<file path="src/rtl/shift_add_multiplier.sv">
// Sequential unsigned 16x16 -> 32-bit radix-2 shift-and-add multiplier.
// A single 32-bit ripple adder (carry_in tied low) is the only arithmetic resource.

module s32_bit_adder (
   input  logic [31:0] a,
   input  logic [31:0] b,
   input  logic        cin,
   output logic [31:0] sum,
   output logic        cout
);
   logic [32:0] carry;

   assign carry[0] = cin;

   for (genvar i = 0; i < 32; i++) begin : g_fa
      assign sum[i]     = a[i] ^ b[i] ^ carry[i];
      assign carry[i+1] = (a[i] & b[i]) | (carry[i] & (a[i] ^ b[i]));
   end

   assign cout = carry[32];
endmodule

module shift_add_multiplier #(
   parameter bit EARLY_EXIT = 1'b0
) (
   input  logic        clk,
   input  logic        rst,
   input  logic        start,
   input  logic [15:0] a,
   input  logic [15:0] b,
   output logic        busy,
   output logic        done,
   output logic [31:0] product
);
   typedef enum logic [1:0] {IDLE, RUN, DONE} state_t;

   state_t      state_q, state_d;
   logic [31:0] acc_q, acc_d;
   logic [31:0] mcand_q, mcand_d;
   logic [15:0] mplier_q, mplier_d;
   logic [4:0]  count_q, count_d;
   logic [31:0] product_q, product_d;
   logic        busy_q, busy_d;
   logic        done_q, done_d;
   logic [31:0] add_sum;
   logic        add_cout_unused;

   // carry out is always 0: mcand never exceeds 31 bits and acc stays below 2^32 - mcand
   s32_bit_adder u_adder (
      .a    (acc_q),
      .b    (mcand_q),
      .cin  (1'b0),
      .sum  (add_sum),
      .cout (add_cout_unused)
   );

   always_comb begin
      state_d   = state_q;
      acc_d     = acc_q;
      mcand_d   = mcand_q;
      mplier_d  = mplier_q;
      count_d   = count_q;
      product_d = product_q;
      case (state_q)
         IDLE: begin
            if (start) begin
               acc_d    = 32'h0;
               mcand_d  = {16'h0, a};
               mplier_d = b;
               count_d  = 5'd0;
               state_d  = RUN;
            end
         end
         RUN: begin
            // exhausted multiplier bits finish early, ahead of the iteration count
            if (EARLY_EXIT && (mplier_q == 16'h0)) begin
               product_d = acc_q;
               state_d   = DONE;
            end else begin
               if (mplier_q[0]) acc_d = add_sum;
               mcand_d  = mcand_q << 1;
               mplier_d = mplier_q >> 1;
               count_d  = count_q + 5'd1;
               if (count_q == 5'd15) begin
                  product_d = mplier_q[0] ? add_sum : acc_q;
                  state_d   = DONE;
               end
            end
         end
         DONE:    state_d = IDLE;
         default: state_d = IDLE;
      endcase
      busy_d = (state_d != IDLE);
      done_d = (state_d == DONE);
   end

   always_ff @(posedge clk) begin
      if (rst) begin
         state_q   <= IDLE;
         acc_q     <= 32'h0;
         mcand_q   <= 32'h0;
         mplier_q  <= 16'h0;
         count_q   <= 5'd0;
         product_q <= 32'h0;
         busy_q    <= 1'b0;
         done_q    <= 1'b0;
      end else begin
         state_q   <= state_d;
         acc_q     <= acc_d;
         mcand_q   <= mcand_d;
         mplier_q  <= mplier_d;
         count_q   <= count_d;
         product_q <= product_d;
         busy_q    <= busy_d;
         done_q    <= done_d;
      end
   end

   assign busy    = busy_q;
   assign done    = done_q;
   assign product = product_q;
endmodule

</file>
<file path="config.mk">
export PLATFORM = sky130hd
export DESIGN_NAME = shift_add_multiplier
export DESIGN_NICKNAME = d
export VERILOG_FILES = /design/src/rtl/shift_add_multiplier.sv
export SDC_FILE = /design/constraint.sdc
export NUM_CORES = 1
export LEC_CHECK = 0
export ABC_AREA = 1
export CORE_MARGIN = 8
export CORE_UTILIZATION = 56
export DETAILED_ROUTE_END_ITERATION = 10
export HOLD_SLACK_MARGIN = 0.05
export MAX_ROUTING_LAYER = met4
export PLACE_DENSITY = 0.8
export SLEW_MARGIN = 20
export SYNTH_ARGS = -nofsm -noshare
export SYNTH_HDL_FRONTEND = slang
export SYNTH_SLANG_ARGS = --single-unit
export TNS_END_PERCENT = 50
</file>
<file path="constraint.sdc">
create_clock -name clk -period 13.1 [get_ports clk]
set_input_delay 1.31 -clock clk [delete_from_list [all_inputs] [get_ports clk]]
set_output_delay 1.31 -clock clk [all_outputs]
set_load 0.02 [all_outputs]
</file>
* Word-level counts from Yosys, hierarchy flattened *
Cells that the tools add are included.

word-level totals
  latch bits = 0
  bits in writable memories = 0
  input bits = 35
  logic and storage cells = 184
  register bits after elaboration = 121
  memory bits (read-only) = 0
  memories kept = 0

operators by class
  bitwise gates (word level) = 154
  reduce and logical (&&, ||, !) cells = 5
  add/subtract/negate cells = 1
  shifts and indexed selects = 0
  divide/modulo/power cells = 0
  muxes and demuxes = 12
  equality and inequality tests = 4
  multiply operators = 0
  $lt $le $gt $ge = 0

operators by type and width
  kind                 count
  $pmux 32 s2          2
  $mux 32              3
  $xor 1x1->1          63
  $and 1x1->1          61
  $pmux 16 s2          1
  $or 1x1->1           30
  $mux 16              1
  $pmux 5 s2           1
  $add 5x1->5 const B  1
  $eq 5x4->1 const B   1
  $mux 5               1
  $mux 2               2
  $pmux 2 s2           1
  $reduce_and 2->1     2
  $reduce_bool 2->1    2
  $eq 2x1->1 const B   1
  $eq 2x2->1 const B   1
  $logic_not 2->1      1
  $ne 2x2->1 const B   1

* Depth between registers and ports, before layout *
  depth after elaboration = 64
  mapped depth = 40
  gate-level depth less buffers = 40

* Cells and area by module *
Synthesis repeated with hierarchy kept, for this count alone.

second synthesis, totals
  cell total of the unflattened synthesis = 798
  area total of the unflattened synthesis = 5801.8 sq um

modules (own cells, without submodules)
  module                area an instance (sq um)  times used  cells each  sequential area each (sq um)
  shift_add_multiplier  5123.7                    1           756         2422.3
  s32_bit_adder         678.2                     1           42          0.0

* Worst setup path before layout *
No wires, ideal clock.

  path kind = register -> register
  start point = register acc_q[0]
  end point = register acc_q[30]
  stages on the path, launching flop included = 38
  period minus slack after synthesis = 12.128 ns
  data arrival time = 11.996 ns
  path buffers = 0
  required time = 12.968 ns
  slack = 0.972 ns
  path through = dfxtp_1 -> ha_1 -> inv_1 -> fa_1 -> fa_1 -> fa_1 -> fa_1 -> fa_1 -> fa_1 -> fa_1 -> fa_1 -> fa_1 -> fa_1 -> fa_1 -> fa_1 -> fa_1 -> fa_1 -> fa_1 -> [... 2 more ...] -> fa_1 -> fa_1 -> fa_1 -> fa_1 -> fa_1 -> fa_1 -> fa_1 -> fa_1 -> fa_1 -> fa_1 -> fa_1 -> inv_1 -> fa_1 -> fa_1 -> nand2_1 -> o21ai_0 -> nand2_1 -> a21oi_1

on the way
  cells in the longest elaborated chain, start to end = 62

ends and longest elaborated chain
  element                   RTL line  source
  from (decl)               38        logic [31:0] acc_q, acc_d;
  from (signal assigned)    100       acc_q <= 32'h0;
  from (signal assigned)    109       acc_q <= acc_d;
  $and 1x1->1 (2 in a row)  17        assign carry[i+1] = (a[i] & b[i]) | (carry[i] & (a[i] ^ b[i]));
  $or 1x1->1                17
  $and 1x1->1               17
  $or 1x1->1                17
  $and 1x1->1               17
  $or 1x1->1                17
  $and 1x1->1               17
  $or 1x1->1                17
  [... 45 more ...]         n/a
  $or 1x1->1                17
  $and 1x1->1               17
  $or 1x1->1                17
  $and 1x1->1               17
  $or 1x1->1                17
  $xor 1x1->1               16        assign sum[i] = a[i] ^ b[i] ^ carry[i];
  $mux 32                   80        if (mplier_q[0]) acc_d = add_sum;
  $pmux 32 s2               64        case (state_q)

Every way passes these cells.
A chain may end at the register's enable or synchronous reset.

* Final worst setup path *
  start point = register mcand_q[0]
  end point = register acc_q[30]

on the way
  cells in the longest elaborated chain, start to end = 62

ends and longest elaborated chain
  element                   RTL line  source
  from (decl)               39        logic [31:0] mcand_q, mcand_d;
  from (signal assigned)    110       mcand_q <= mcand_d;
  $and 1x1->1 (2 in a row)  17
  $or 1x1->1                17
  $and 1x1->1               17
  $or 1x1->1                17
  $and 1x1->1               17
  $or 1x1->1                17
  $and 1x1->1               17
  $or 1x1->1                17
  [... 45 more ...]         n/a
  $or 1x1->1                17
  $and 1x1->1               17
  $or 1x1->1                17
  $and 1x1->1               17
  $or 1x1->1                17
  $xor 1x1->1               16
  $mux 32                   80
  $pmux 32 s2               64

Every way passes these cells.

==> results.ini <==
[run_status]
run_status=finished clean

[clock_network]
cts_repair_resize_count=0
clock_sinks=121
clk_transition_reported_paths_ns=0.06
cts_inserted_buffers=17
ctsHoldBuffers=0
clockRootBuffer=clkbuf_8
ctsHtreeMaxLevel=4
clock_insertion_delay_worst_skew_ns=0.52
cts.repair_timing.setup_buffer_count=0
clk_path_buf_depth=2
clock_tree_from_tritoncts=yes

[setup_path]
worst_r2r_start=mcand_q[0]
setup.worst_path.class=flop to flop
critPathLaunchType=flop
crit_path_max_fanout=3
r2r_cells=37
critPathCaptureType=flop
worst-endpoint-required_ns=13.49
critPathMostFrequentCell=fa_1
cpMaxStageDelayCell=fa_1
critPathMaxStageDelay_ns=0.41
timing.critical_path.from=mcand_q[0]
worst_ep_arrival_time_ns=13.02

[logic_synthesis]
postSynthRegisterBits=121
synth_top_area_share_pct=42.62
syn-mean-instance-area_um2=7.680
synth_sequential_area_ratio_pct=42.62
synthMostInstantiatedCell=nand2_1
ys.warnings.count=0
synth.distinct_cells=31
syn_nets=808
ys_top_cells_by_area=dfxtp_1 43%, nand2_1 15%, fa_1 11%
netlist_instances=740
yosys.area.top_type=dfxtp_1
synth_enable_flop_cells=0
post_synthesis_cell_area_um2=5683
post_synth_most_frequent_cells=228 x nand2_1, 121 x dfxtp_1, 103 x a21oi_1, 79 x inv_1, 50 x nor2_1
share_of_async_settable_or_async_resettable_flops_after_synthesis_pct=0
ys_flop_type=dfxtp_1

[global_routing]
number_of_global_route_vias_before_repair=4853
grt_antenna_before_repair=0
globalRouteTotalUtil_pct=21.61
grt_max_degree=79
grt_first_pass_wirelength_mm=22.36
grt-ovfl-total=0

[floorplan]
die_y_um=116.7
die_area_um2=13630
io_pins=69
initial_utilization_pct=57.87
core.rowCount=36
die_w_um=116.7
coreArea_um2=9819

[job]
maxCapViolCount=0

[routing]
routed_wirelength_mm=13.38
post_drt_wl_per_cell_um=14.39
detailedRoute.firstPassIterationCount=5
drt_drc_violations_left=0
postRouteAntennaNets=0
num_vias=4889
viasPerCell=5.257
drt_iter0_markers=353

[cells_and_area]
drive_gt1_share_pct=8.030
antenna-diode-count=0
syn_to_final_growth_pct=22.15
net_count_of_the_finished_layout=852

[timing]
timing.fmax_ghz=0.07918
period_minus_ws_final_ns=12.63
setup_viol=0
finClkSkew_ns=0.006526
finalHoldViolations=0
setup_repair_after_global_routing_missed_its_margin=false
timing.final.crit_share_pct=96.41
final.setup.tns_ns=0
timing.final.max_slew_violations=0
slew_headroom_pct=45.60
tightestPinTransition_ns=0.8141

[placed_design]
hpwl_mm=8.520
routabilityCongestion=0.8014
placement.io_buffers=68

[power_and_ir_drop]
power_density_nw_per_um2=135.5
vdd_drop_max_mv=0.1405
power.static_leakage_nw=2.321
total_power_mw=0.9403

[min_path]
worst_hold_startpoint=mplier_q[15]
hold_path_depth=2
worstHoldPathType=flop to flop

[critical path: cells and delay by family (launching register included)]
| kind | cells | cell delay [ns] |
|---|---|---|
| compound gates | 2 | 0.18 |
| fa+ha+maj | 31 | 11.66 |
| buf+inv | 2 | 0.13 |
| flops | 1 | 0.35 |
| simple gates | 2 | 0.17 |
[logic make-up after synthesis]
| kind of cell | Yosys count | synth area share [%] |
|---|---|---|
| fa+ha+maj | 33 | 11.23 |
| buf+inv | 128 | 9.753 |
| compound gates | 158 | 15.43 |
| simple gates | 300 | 20.96 |
| flops | 121 | 42.62 |
[power by group]
group	leakage [nW]	internal [mW]	switching, mW
logic	1.04	0.0244	0.0400
registers	0.982	0.377	0.00924
clock network	0.303	0.323	0.167
[through the flow]
step	instances	area (um2)	hold slack [ns]	setup WS (ns)	util, %
after CTS	930	6930	0.4643	0.3710	70.58
after global placement	898	6304	0.4510	0.6017	64.19
after floorplan	740	5683	0.4392	0.9715	-
after global routing	930	6942	0.4787	0.02316	70.69
after detailed placement	898	6304	0.4570	0.4074	64.19
final	930	6942	0.4629	0.4702	70.69
[cells in the final DEF, fill, tap and decap left out, types with 11 or more instances in the layout]
cell type	netlist	final
a21oi_2	11	11
nor2_1	50	50
a31oi_1	13	13
nand2_1	228	228
dfxtp_1	121	119
clkbuf_16	0	16
clkdlybuf4s50_1	0	67
fa_1	30	29
a21oi_1	103	103
inv_1	79	79
o21ai_0	17	17
[state kept, by name (all words and copies together) (netlist names)]
register	flops
mcand_q	32
acc_q	32
product	32
mplier_q	16
busy	1
state_q	2
done	1
count_q	5
[worst paths after layout]
| kind | slack, ns | end |
|---|---|---|
| worst max-delay path | 0.47 | acc_q[30] |
| worst min-delay path | 0.46 | mplier_q[15] |
| worst max register to register | 0.47 | acc_q[30] |
| worst min register to register | 0.46 | mplier_q[15] |
[final cells by class]
type                    instances  area, um2
flip-flops and latches        121       2427
clock buffers                  20      455.4
clock inverters                12      171.4
well taps                     133      166.4
inverters                      83      314.1
repair buffers                 70      693.2
multi-input cells             491       2714
fillers                       774       2878
[metal layers]
layer	track usage [%]	vias up	share of wire (%)
met1	23.76	2296	40
met2	36.19	153	52
met5	-	-	0
met3	5.326	36	5.2
li1	-	2404	-
met4	10.24	0	2.5
Note: power is estimated with default switching activity, not from simulation.
